==> config.mk <==
export PLATFORM = sky130hd
export DESIGN_NAME = pong_engine
export DESIGN_NICKNAME = d
export VERILOG_FILES = /design/src/rtl/pong_pkg.sv /design/src/rtl/pong_tick_gen.sv /design/src/rtl/pong_engine.sv
export SDC_FILE = /design/constraint.sdc
export NUM_CORES = 1
export LEC_CHECK = 0
export CAP_MARGIN = 20
export CELL_PAD_IN_SITES_DETAIL_PLACEMENT = 1
export CELL_PAD_IN_SITES_GLOBAL_PLACEMENT = 1
export CORE_MARGIN = 4
export CORE_UTILIZATION = 45
export DETAILED_ROUTE_END_ITERATION = 10
export PLACE_DENSITY_LB_ADDON = 0.1
export SYNTH_ARGS = -nofsm -noshare
export SYNTH_HDL_FRONTEND = slang
export SYNTH_SLANG_ARGS = --single-unit
==> constraint.sdc <==
create_clock -name Clock -period 6.1 [get_ports Clock]
set_clock_uncertainty 0.05 [all_clocks]
set_input_delay 0.915 -clock Clock [delete_from_list [all_inputs] [get_ports Clock]]
set_output_delay 0.915 -clock Clock [all_outputs]
set_load 0.01 [all_outputs]
==> src/rtl/pong_pkg.sv <==
// Shared encodings for the pong game engine.
// State, winner and ball direction constants.
package pong_pkg;

    typedef enum logic [1:0] {
        ST_IDLE  = 2'd0,
        ST_SERVE = 2'd1,
        ST_PLAY  = 2'd2,
        ST_OVER  = 2'd3
    } state_t;

    typedef enum logic [1:0] {
        WIN_NONE = 2'd0,
        WIN_P1   = 2'd1,
        WIN_P2   = 2'd2
    } winner_t;

    // One direction bit per axis: 0 moves +1, 1 moves -1
    localparam logic DIR_POS = 1'b0;
    localparam logic DIR_NEG = 1'b1;

endpackage

==> src/rtl/pong_tick_gen.sv <==
// Free-running game tick divider.
// Pulses for one cycle when the count reaches TICK_DIV-1.
module pong_tick_gen #(
    parameter int TICK_DIV = 400000
) (
    input  logic i_clk,
    input  logic i_rst_n,
    output logic o_tick
);

    localparam int CW = (TICK_DIV > 1) ? $clog2(TICK_DIV) : 1;
    localparam logic [CW-1:0] LAST = CW'(TICK_DIV - 1);

    logic [CW-1:0] r_cnt;

    // Count 0..TICK_DIV-1 and wrap
    always_ff @(posedge i_clk) begin
        if (!i_rst_n) begin
            r_cnt <= '0;
        end else if (r_cnt == LAST) begin
            r_cnt <= '0;
        end else begin
            r_cnt <= r_cnt + 1'b1;
        end
    end

    assign o_tick = (r_cnt == LAST);

endmodule

==> src/rtl/pong_engine.sv <==
// Two-player pong game engine: paddles, ball, scores.
// Everything but start/restart advances on the game tick.
module pong_engine
    import pong_pkg::*;
#(
    parameter int TICK_DIV  = 400000,
    parameter int FIELD_W   = 160,
    parameter int FIELD_H   = 128,
    parameter int PADDLE_H  = 10,
    parameter int SCORE_W   = 3,
    parameter int WIN_SCORE = 7
) (
    input  logic                       Clock,
    input  logic                       Reset,
    input  logic                       isEnter,
    input  logic                       isZ,
    input  logic                       isX,
    input  logic                       isLeft,
    input  logic                       isRight,
    output logic [$clog2(FIELD_H)-1:0] P1Position,
    output logic [$clog2(FIELD_H)-1:0] P2Position,
    output logic [$clog2(FIELD_W)-1:0] BallX,
    output logic [$clog2(FIELD_H)-1:0] BallY,
    output logic [SCORE_W-1:0]         Score1,
    output logic [SCORE_W-1:0]         Score2,
    output logic [1:0]                 State,
    output logic [1:0]                 Winner,
    output logic                       Tick
);

    localparam int XW = $clog2(FIELD_W);
    localparam int YW = $clog2(FIELD_H);

    localparam logic [XW-1:0] X_CTR = XW'(FIELD_W / 2);
    localparam logic [XW-1:0] X_MAX = XW'(FIELD_W - 1);
    localparam logic [XW-1:0] X_ONE = XW'(1);
    localparam logic [XW-1:0] X_TWO = XW'(2);
    localparam logic [XW-1:0] X_P2  = XW'(FIELD_W - 2);
    localparam logic [XW-1:0] X_P2B = XW'(FIELD_W - 3);

    localparam logic [YW-1:0] Y_CTR    = YW'(FIELD_H / 2);
    localparam logic [YW-1:0] Y_MAX    = YW'(FIELD_H - 1);
    localparam logic [YW-1:0] PAD_MAX  = YW'(FIELD_H - PADDLE_H);
    localparam logic [YW-1:0] PAD_RST  = YW'((FIELD_H - PADDLE_H) / 2);
    localparam logic [YW-1:0] PAD_SPAN = YW'(PADDLE_H - 1);

    localparam logic [SCORE_W-1:0] S_WIN = SCORE_W'(WIN_SCORE);
    localparam logic [SCORE_W-1:0] S_MAX = '1;

    state_t            r_state;
    winner_t           r_winner;
    logic [YW-1:0]     r_p1, r_p2, r_by;
    logic [XW-1:0]     r_bx;
    logic              r_dx, r_dy;
    logic [SCORE_W-1:0] r_s1, r_s2;

    logic              w_tick;
    logic [YW-1:0]     w_p1_nxt, w_p2_nxt, w_by_nxt;
    logic [XW-1:0]     w_bx_nxt;
    logic              w_dx_nxt, w_dy_nxt, w_dy_flip;
    logic              w_p1_hit, w_p2_hit, w_p1_bounce, w_p2_bounce;
    logic              w_miss1, w_miss2;
    logic [SCORE_W-1:0] w_s1_inc, w_s2_inc;

    pong_tick_gen #(
        .TICK_DIV (TICK_DIV)
    ) u_tick (
        .i_clk   (Clock),
        .i_rst_n (Reset),
        .o_tick  (w_tick)
    );

    // Up alone moves -1, down alone +1, clamped to the field
    function automatic logic [YW-1:0] paddle_step(
        input logic [YW-1:0] pos,
        input logic          up,
        input logic          dn
    );
        logic [YW-1:0] res;
        res = pos;
        if (up && !dn && pos != '0) begin
            res = pos - 1'b1;
        end else if (dn && !up && pos < PAD_MAX) begin
            res = pos + 1'b1;
        end
        return res;
    endfunction

    assign w_p1_nxt = paddle_step(r_p1, isZ, isX);
    assign w_p2_nxt = paddle_step(r_p2, isLeft, isRight);

    assign w_dy_flip = (r_by == '0 && r_dy == DIR_NEG) ||
                       (r_by == Y_MAX && r_dy == DIR_POS);
    assign w_dy_nxt  = w_dy_flip ? ~r_dy : r_dy;
    assign w_by_nxt  = (w_dy_nxt == DIR_POS) ? r_by + 1'b1 : r_by - 1'b1;

    // Hit windows use the paddle positions before this tick
    assign w_p1_hit = (r_by >= r_p1) && (r_by <= r_p1 + PAD_SPAN);
    assign w_p2_hit = (r_by >= r_p2) && (r_by <= r_p2 + PAD_SPAN);
    assign w_p1_bounce = (r_bx == X_ONE) && (r_dx == DIR_NEG) && w_p1_hit;
    assign w_p2_bounce = (r_bx == X_P2) && (r_dx == DIR_POS) && w_p2_hit;

    assign w_miss1 = (r_bx == '0) && (r_dx == DIR_NEG);
    assign w_miss2 = (r_bx == X_MAX) && (r_dx == DIR_POS);

    assign w_s1_inc = (r_s1 == S_MAX) ? r_s1 : r_s1 + 1'b1;
    assign w_s2_inc = (r_s2 == S_MAX) ? r_s2 : r_s2 + 1'b1;

    // Horizontal motion with paddle reflection
    always_comb begin
        w_bx_nxt = r_bx;
        w_dx_nxt = r_dx;
        if (w_p1_bounce) begin
            w_bx_nxt = X_TWO;
            w_dx_nxt = DIR_POS;
        end else if (w_p2_bounce) begin
            w_bx_nxt = X_P2B;
            w_dx_nxt = DIR_NEG;
        end else if (r_dx == DIR_POS) begin
            w_bx_nxt = r_bx + 1'b1;
        end else begin
            w_bx_nxt = r_bx - 1'b1;
        end
    end

    // Game FSM; restart from OVER shares the reset path
    always_ff @(posedge Clock) begin
        if (!Reset || (r_state == ST_OVER && isEnter)) begin
            r_state  <= ST_IDLE;
            r_winner <= WIN_NONE;
            r_s1     <= '0;
            r_s2     <= '0;
            r_p1     <= PAD_RST;
            r_p2     <= PAD_RST;
            r_bx     <= X_CTR;
            r_by     <= Y_CTR;
            r_dx     <= DIR_POS;
            r_dy     <= DIR_POS;
        end else begin
            unique case (r_state)
                ST_IDLE: begin
                    if (isEnter) r_state <= ST_SERVE;
                end
                ST_SERVE: begin
                    r_bx <= X_CTR;
                    r_by <= Y_CTR;
                    r_dy <= DIR_POS;
                    if (w_tick) r_state <= ST_PLAY;
                end
                ST_PLAY: begin
                    if (w_tick) begin
                        r_p1 <= w_p1_nxt;
                        r_p2 <= w_p2_nxt;
                        if (w_miss1 || w_miss2) begin
                            r_bx <= X_CTR;
                            r_by <= Y_CTR;
                            r_dy <= DIR_POS;
                            r_state <= ST_SERVE;
                        end
                        if (w_miss1) begin
                            r_s2 <= w_s2_inc;
                            r_dx <= DIR_NEG;
                            if (w_s2_inc == S_WIN) begin
                                r_state  <= ST_OVER;
                                r_winner <= WIN_P2;
                            end
                        end else if (w_miss2) begin
                            r_s1 <= w_s1_inc;
                            r_dx <= DIR_POS;
                            if (w_s1_inc == S_WIN) begin
                                r_state  <= ST_OVER;
                                r_winner <= WIN_P1;
                            end
                        end else begin
                            r_bx <= w_bx_nxt;
                            r_dx <= w_dx_nxt;
                            r_by <= w_by_nxt;
                            r_dy <= w_dy_nxt;
                        end
                    end
                end
                ST_OVER: begin
                end
            endcase
        end
    end

    assign P1Position = r_p1;
    assign P2Position = r_p2;
    assign BallX      = r_bx;
    assign BallY      = r_by;
    assign Score1     = r_s1;
    assign Score2     = r_s2;
    assign State      = r_state;
    assign Winner     = r_winner;
    assign Tick       = w_tick;

endmodule

==> results of run 1 <==
## routing by layer
layer,vias to the layer above,routed length (um),global-route usage
met5,-,0,0
met4,0,336,0.0920
met3,27,417,0.0302
met2,71,6220,0.399
met1,2165,6110,0.299
li1,2102,-,-
## state kept, by name, summed over array words and instances (netlist names), named ones only
register      flops
BallX             8
BallY             7
P1Position        7
P2Position        7
Score1            3
Score2            2
State             2
Winner            2
r_dx              1
r_dy              1
u_tick.r_cnt     19
## per-stage QoR
| stage | utilization | worst slack [ps] | power [mW] | area [um^2] |
|---|---|---|---|---|
| 6_report | 0.539 | 2860 | 0.808 | 5310 |
| 2_1_floorplan | - | 3260 | 0.461 | 4590 |
| 3_5_place_dp | 0.521 | 2570 | 0.487 | 5130 |
| 5_1_grt | 0.539 | 2600 | 0.837 | 5310 |
| 3_3_place_gp | 0.521 | 2660 | 0.482 | 5130 |
| 4_1_cts | 0.538 | 2840 | 0.812 | 5310 |
## power breakdown
group          internal (mW)  leakage (nW)  switching, mW  total, mW
registers              0.395         0.484        0.00417      0.399
logic                 0.0333          1.72         0.0490     0.0823
clock network          0.157        0.0824          0.169      0.326
## layout make-up
type,instances,share of cell area
multi-input combinational,443,0.593
tap,133,0.0313
clock buffer,12,0.0273
inverter,37,0.0261
timing repair buffer,49,0.0909
sequential,60,0.226
clock inverter,4,0.00471
## worst reg2reg max path, cell delays in order (launching register included)
cell and delay (ps):
dfxtp_1 610, nand4_1 190, nor3_1 270, a21oi_1 120, nor2_1 430, inv_1 110
fa_1 420, nor2b_1 160, o31a_1 150, o21ai_0 110, a211o_1 310, o211ai_1 100
a32oi_1 70
## how the worst min path moves through the flow
| stage | cells after the start | from | slack, ps | to |
|---|---|---|---|---|
| floorplan | 1 | u_tick.r_cnt[0]$_SDFF_PP0_ | 390 | u_tick.r_cnt[0]$_SDFF_PP0_ |
| global placement | 1 | u_tick.r_cnt[0]$_SDFF_PP0_ | 420 | u_tick.r_cnt[0]$_SDFF_PP0_ |
| detailed placement | 2 | Winner[1]$_SDFFE_PP0P_ | 430 | Winner[1]$_SDFFE_PP0P_ |
| CTS | 2 | Winner[1]$_SDFFE_PP0P_ | 440 | Winner[1]$_SDFFE_PP0P_ |
| global route | 2 | Winner[1]$_SDFFE_PP0P_ | 470 | Winner[1]$_SDFFE_PP0P_ |
| finish | 2 | Winner[1]$_SDFFE_PP0P_ | 430 | Winner[1]$_SDFFE_PP0P_ |
## cell families after synthesis
group,Yosys count,share of synthesized area
xor+xnor,41,0.0782
mux,5,0.0109
buf+inv,53,0.0523
flops,60,0.261
simple gates,200,0.233
compound gates,136,0.193
fa+ha+maj,61,0.171
## cells in the final DEF, fill, tap and decap left out, types with 7 or more instances in the layout
master | Yosys | routed
xnor2_1 | 28 | 28
and3_1 | 12 | 12
nand4_1 | 13 | 13
nor2b_1 | 7 | 7
nand3_1 | 24 | 24
o211ai_1 | 9 | 9
dfxtp_1 | 60 | 60
nor3_1 | 10 | 10
ha_1 | 58 | 58
clkbuf_8 | 0 | 10
a21oi_1 | 45 | 45
clkdlybuf4s50_1 | 0 | 46
inv_1 | 37 | 37
xor2_1 | 13 | 13
o21ai_0 | 22 | 22
nand2_1 | 54 | 54
a21o_1 | 9 | 9
o31ai_1 | 7 | 7
nor2_1 | 37 | 37
==> reports/qor.csv, run 1 <==
stage,metric,value,unit
placed_design,routabilityCongestion,0.885,
drt,routed_via_density,5.91,
synth,synth_edf_count,0,
global_routing,grt_overflow,0,
synth,synth_cells,556,
critical_path,slowest_delay,540,ps
critical_path,end_kind,primary output,
critical_path,cp_top_family,buffers and inverters,
synth,ys_ff_latch,60,
timing,finalSetupTns,0,ps
floorplanning,dieArea,11900,um^2
timing,final_hold_viol_count,0,
floorplanning,die_height,109,um
clocking,clock_latency,360,ps
final_layout,diodes,0,
critical_path,arrival,2280,ps
drt,drc,0,
synth,synthDistinctLibCells,71,
final_layout,multi_input_area,3150,um^2
timing,min_period,3240,ps
run_status,status,finished clean,
drt,drt_iter0_drc,123,
synth,yosysMostFrequentCell,dfxtp_1,
pwr,p_per_area,152,nW/um^2
clocking,cts_setup_buffers,0,
floorplanning,fp.dieW,109,um
final_layout,fin_nets,668,
synth,syn_area_per_cell,8.26,um^2
synth,netlist_area,4590,um^2
critical_path,cp.depth,5,
job,cap_violations,0,
floorplanning,num_io_pins,47,
drt,drtAntennaViolNets,0,
timing,maxSlewHeadroom,0.477,
global_routing,antenna_found_initial,0,
timing,timing.fmax,0.309,GHz
critical_path,r2r-end,BallY[6]$_SDFFE_PP1P_,
floorplanning,start_util,0.466,
clocking,clkSinkCount,60,
clocking,clk_pin_slew,70,ps
critical_path,crit_slowest_cell,clkdlybuf4s50_1,
critical_path,reg2reg_depth,12,
synth,synth_area_leader_cell,dfxtp_1,
timing,worst_hold_slack,431,ps
floorplanning,rows,36,
clocking,ctsResizeCount,0,
placed_design,dp.cells,721,
clocking,cts_max_level,3,
placed_design,hpwl,9880,um
timing,drv_slew,0,
critical_path,critPathKind,flip-flop to primary output,
critical_path,r2r_setup_slack,2870,ps
critical_path,reg2reg_from,BallY[3]$_SDFFE_PP0P_,
synth,synthFlopType,dfxtp_1,
critical_path,critical_path_buf_inv_count,2,
timing,fin_crit_sh,0.531,
global_routing,grtUsageTotal,0.234,
timing,rsz0062_at_grt,no,
drt,drtPass1Iterations,4,
final_layout,num-fill-cells,1193,
critical_path,crit_required,5130,ps
clocking,clockBufferDepth,2,
hold_path,hp-class,flip-flop to flip-flop,
drt,wl_per_cell,17.7,um
critical_path,worst_setup_path_start_kind,flip-flop,
clocking,cts_buffers,9,
global_routing,grt_pass1_vias,4585,
synth,synthTopCellsByCount,"dfxtp_1 (60), ha_1 (58), nand2_1 (54), a21oi_1 (45)",
synth,yosysWarnings,0,
synth,synth_nets,624,
pwr,peakVddDrop,0.0945,mV
drt,vias,4365,
final_layout,instances_no_fill,738,
final_layout,drive_above_1_share,0.0545,
critical_path,cp_max_fo,5,
timing,worst_slew_pin_slew,779,ps
global_routing,grt_max_degree,24,
critical_path,critPathLaunch,u_tick.r_cnt[0]$_SDFF_PP0_,
floorplanning,core,9860,um^2
clocking,cts_tree,yes,
final_layout,regArea,1200,um^2
global_routing,grt_pass1_wl,22300,um
clocking,cts-root-buf,clkbuf_8,
final_layout,area_delta_synth_final,15.6,%
clocking,hold_buffers,0,
drt,wl,13100,um
placed_design,port_buffers,46,
timing,setup_viol,0,
pwr,leakage,2.28,nW
synth,yosysSeqAreaShare,0.261,
critical_path,critPathCapture,Tick,
synth,synth_area_leaders,"dfxtp_1 (26%), ha_1 (16%), xnor2_1 (5.3%)",
synth,synth_top_area_share,0.261,
critical_path,crit_chain,ha_1 -> and3_1 -> nand4_1 -> inv_1 -> clkdlybuf4s50_1,
synth,synthArstFlopShare,0,
No activity file was read; power rests on OpenSTA's default activity.
==> run 2: changes to the inputs <==
--- a/config.mk
+++ b/config.mk
@@ -9,7 +9,7 @@
 export CELL_PAD_IN_SITES_DETAIL_PLACEMENT = 1
 export CELL_PAD_IN_SITES_GLOBAL_PLACEMENT = 1
 export CORE_MARGIN = 4
-export CORE_UTILIZATION = 45
+export CORE_UTILIZATION = 39
 export DETAILED_ROUTE_END_ITERATION = 10
 export PLACE_DENSITY_LB_ADDON = 0.1
 export SYNTH_ARGS = -nofsm -noshare
==> constraint.sdc (replaced) <==
create_clock -name Clock -period 2.6 [get_ports Clock]
set_clock_uncertainty 0.05 [all_clocks]
set_input_delay 0.39 -clock Clock [delete_from_list [all_inputs] [get_ports Clock]]
set_output_delay 0.39 -clock Clock [all_outputs]
set_load 0.01 [all_outputs]
==> run 2 against run 1 <==
The run now ends with negative setup slack left; via count grew 7.0%; sequential cell count did not move; clock power increased to 3.4 times the previous value; core utilization increased by 1.4 points; combinational power grew to 3.0 times the previous value; global-route usage is 0.96 points lower; non-clock buffer count is 83 higher; design area grew 19%; critical path type is now flip-flop to flip-flop; largest cell class unchanged; highest routed layer unchanged.
==> reports/qor.csv, run 2 (synthesized netlist as in run 1, its figures left out) <==
stage,metric,value,unit
run_status,status,finished with violations,
run_status,violations,negative setup slack,
critical_path,arrival,2930,ps
global_routing,grt_overflow,0,
clocking,clockBufferDepth,2,
pwr,peakVddDrop,0.310,mV
hold_path,holdPathStages,2,
floorplanning,start_util,0.401,
timing,setup_viol,2,
clocking,clock_latency,340,ps
critical_path,crit_required,2820,ps
global_routing,grt_pass1_vias,4897,
hold_path,hp-class,flip-flop to flip-flop,
floorplanning,num_io_pins,47,
pwr,p_per_area,364,nW/um^2
placed_design,routabilityCongestion,0.867,
floorplanning,dieArea,13600,um^2
placed_design,port_buffers,46,
critical_path,critPathKind,flip-flop to flip-flop,
global_routing,grt_pass1_wl,24300,um
clocking,hold_buffers,0,
pwr,p_int,1.69,mW
clocking,cts_tree,yes,
final_layout,diodes,0,
pwr,p_sw_frac,0.269,
clocking,cts_max_level,3,
pwr,total_power,2.31,mW
drt,vias,4671,
pwr,p_switching,0.621,mW
final_layout,regArea,1220,um^2
final_layout,num-fill-cells,1361,
global_routing,antenna_found_initial,0,
floorplanning,core,11500,um^2
drt,drtPass1Iterations,6,
pwr,clockPowerShare,0.486,
final_layout,fin_nets,751,
critical_path,reg2reg_depth,10,
drt,routed_via_density,5.62,
job,cap_violations,0,
drt,drt_iter0_drc,195,
timing,rsz0062_at_grt,yes,
timing,fin_ws,-112,ps
final_layout,largest_reg_flops,19,
final_layout,drive_above_1_share,0.256,
clocking,clk_pin_slew,60,ps
pwr,power_frac_comb,0.108,
pwr,leakage,2.76,nW
drt,drtAntennaViolNets,0,
final_layout,regMostFlops,u_tick.r_cnt,
critical_path,worst_setup_path_start_kind,flip-flop,
clocking,cts_buffers,9,
clocking,clkSinkCount,60,
placed_design,dp.cells,803,
timing,timing.fmax,0.369,GHz
critical_path,end_kind,flip-flop,
timing,worst_slew_pin_slew,546,ps
timing,min_period,2710,ps
floorplanning,rows,39,
timing,final_hold_viol_count,0,
timing,maxSlewHeadroom,0.635,
floorplanning,die_height,117,um
timing,drv_slew,0,
pwr,pwr-share-seq,0.405,
final_layout,multi_input_area,3400,um^2
drt,wl,15200,um
timing,fin_crit_sh,1.04,
global_routing,grtUsageTotal,0.225,
final_layout,area_delta_synth_final,37.9,%
timing,finalSetupTns,-137,ps
drt,drc,0,
placed_design,hpwl,11100,um
floorplanning,fp.dieW,117,um
final_layout,layout_common_cells,"buf_4 (83), nand2_1 (54), ha_1 (53)",
global_routing,grt_max_degree,23,
final_layout,instances_no_fill,831,
drt,wl_per_cell,18.2,um
clocking,cts-root-buf,clkbuf_16,
critical_path,cp_max_fo,5,
final_layout,final_common_cell,buf_4,
final_layout,finish.utilization,0.553,
[run 2: changes by cell type in the layout (fill, tap and decap cells not counted), moves of 4 or more]
cell / delta
a21oi_1: -12
inv_1: -4
dfxtp_2: +8
ha_1: -5
buf_4: +80
o21ai_0: -7
a21oi_2: +12
dfxtp_1: -10
clkbuf_16: +9
clkbuf_8: -10
o21ai_2: +4
[run 2: per-layer routing]
layer | vias up | GRT usage | routed length (um)
met5 | - | 0 | 0
met4 | 0 | 0.0780 | 258
met3 | 21 | 0.0326 | 290
met2 | 60 | 0.378 | 7510
met1 | 2310 | 0.294 | 7090
li1 | 2280 | - | -
[run 2: cell type report]
class,instances,share of cell area
Inverter,37,0.0231
Clock inverter,7,0.00829
Clock buffer,9,0.0355
Multi-Input combinational cell,443,0.536
Tap cell,143,0.0282
Sequential cell,60,0.192
Timing Repair Buffer,132,0.176
[run 2: worst max-delay path, cell delays in order (launching register included)]
cell     delay, ps
dfxtp_4        350
or4_4          560
o21ai_4        230
inv_4           80
ha_4           270
nor2b_4        130
o21ai_2         70
a21o_1         200
and3_4         150
or4_1          390
a21oi_1        160
[run 2: repair_timing]
action	CTS	global route
gates resized for setup	15	57
cloned	0	0
buffers inserted	0	12
setup endpoints to repair	12	15
pin swaps	2	28
[run 2: final timing paths]
check                                  start                    endpoint  slack, ps
setup / recovery  P1Position[2]$_SDFFE_PP0P_  P1Position[6]$_SDFFE_PP0P_       -110
hold / removal             r_dy$_SDFFE_PP0P_           r_dy$_SDFFE_PP0P_        440
setup reg to reg  P1Position[2]$_SDFFE_PP0P_  P1Position[6]$_SDFFE_PP0P_       -110
hold reg to reg            r_dy$_SDFFE_PP0P_           r_dy$_SDFFE_PP0P_        440
[run 2: metrics by stage]
stage / hold WS (ps) / area, um^2 / setup slack (ps)
2_1_floorplan: 388 / 4620 / -58.2
3_3_place_gp: 415 / 5710 / -221
3_5_place_dp: 427 / 5710 / -389
4_1_cts: 433 / 6050 / -43.8
5_1_grt: 453 / 6340 / -202
6_report: 437 / 6340 / -112
[run 2: power by group through the flow]
| stage | sequential [mW] | combinational (mW) | clock [mW] |
|---|---|---|---|
| floorplan | 0.954 | 0.127 | 0 |
| global placement | 0.955 | 0.205 | 0 |
| detailed placement | 0.957 | 0.216 | 0 |
| CTS | 0.936 | 0.220 | 1.14 |
| global route | 0.936 | 0.274 | 1.19 |
| finish | 0.935 | 0.250 | 1.12 |
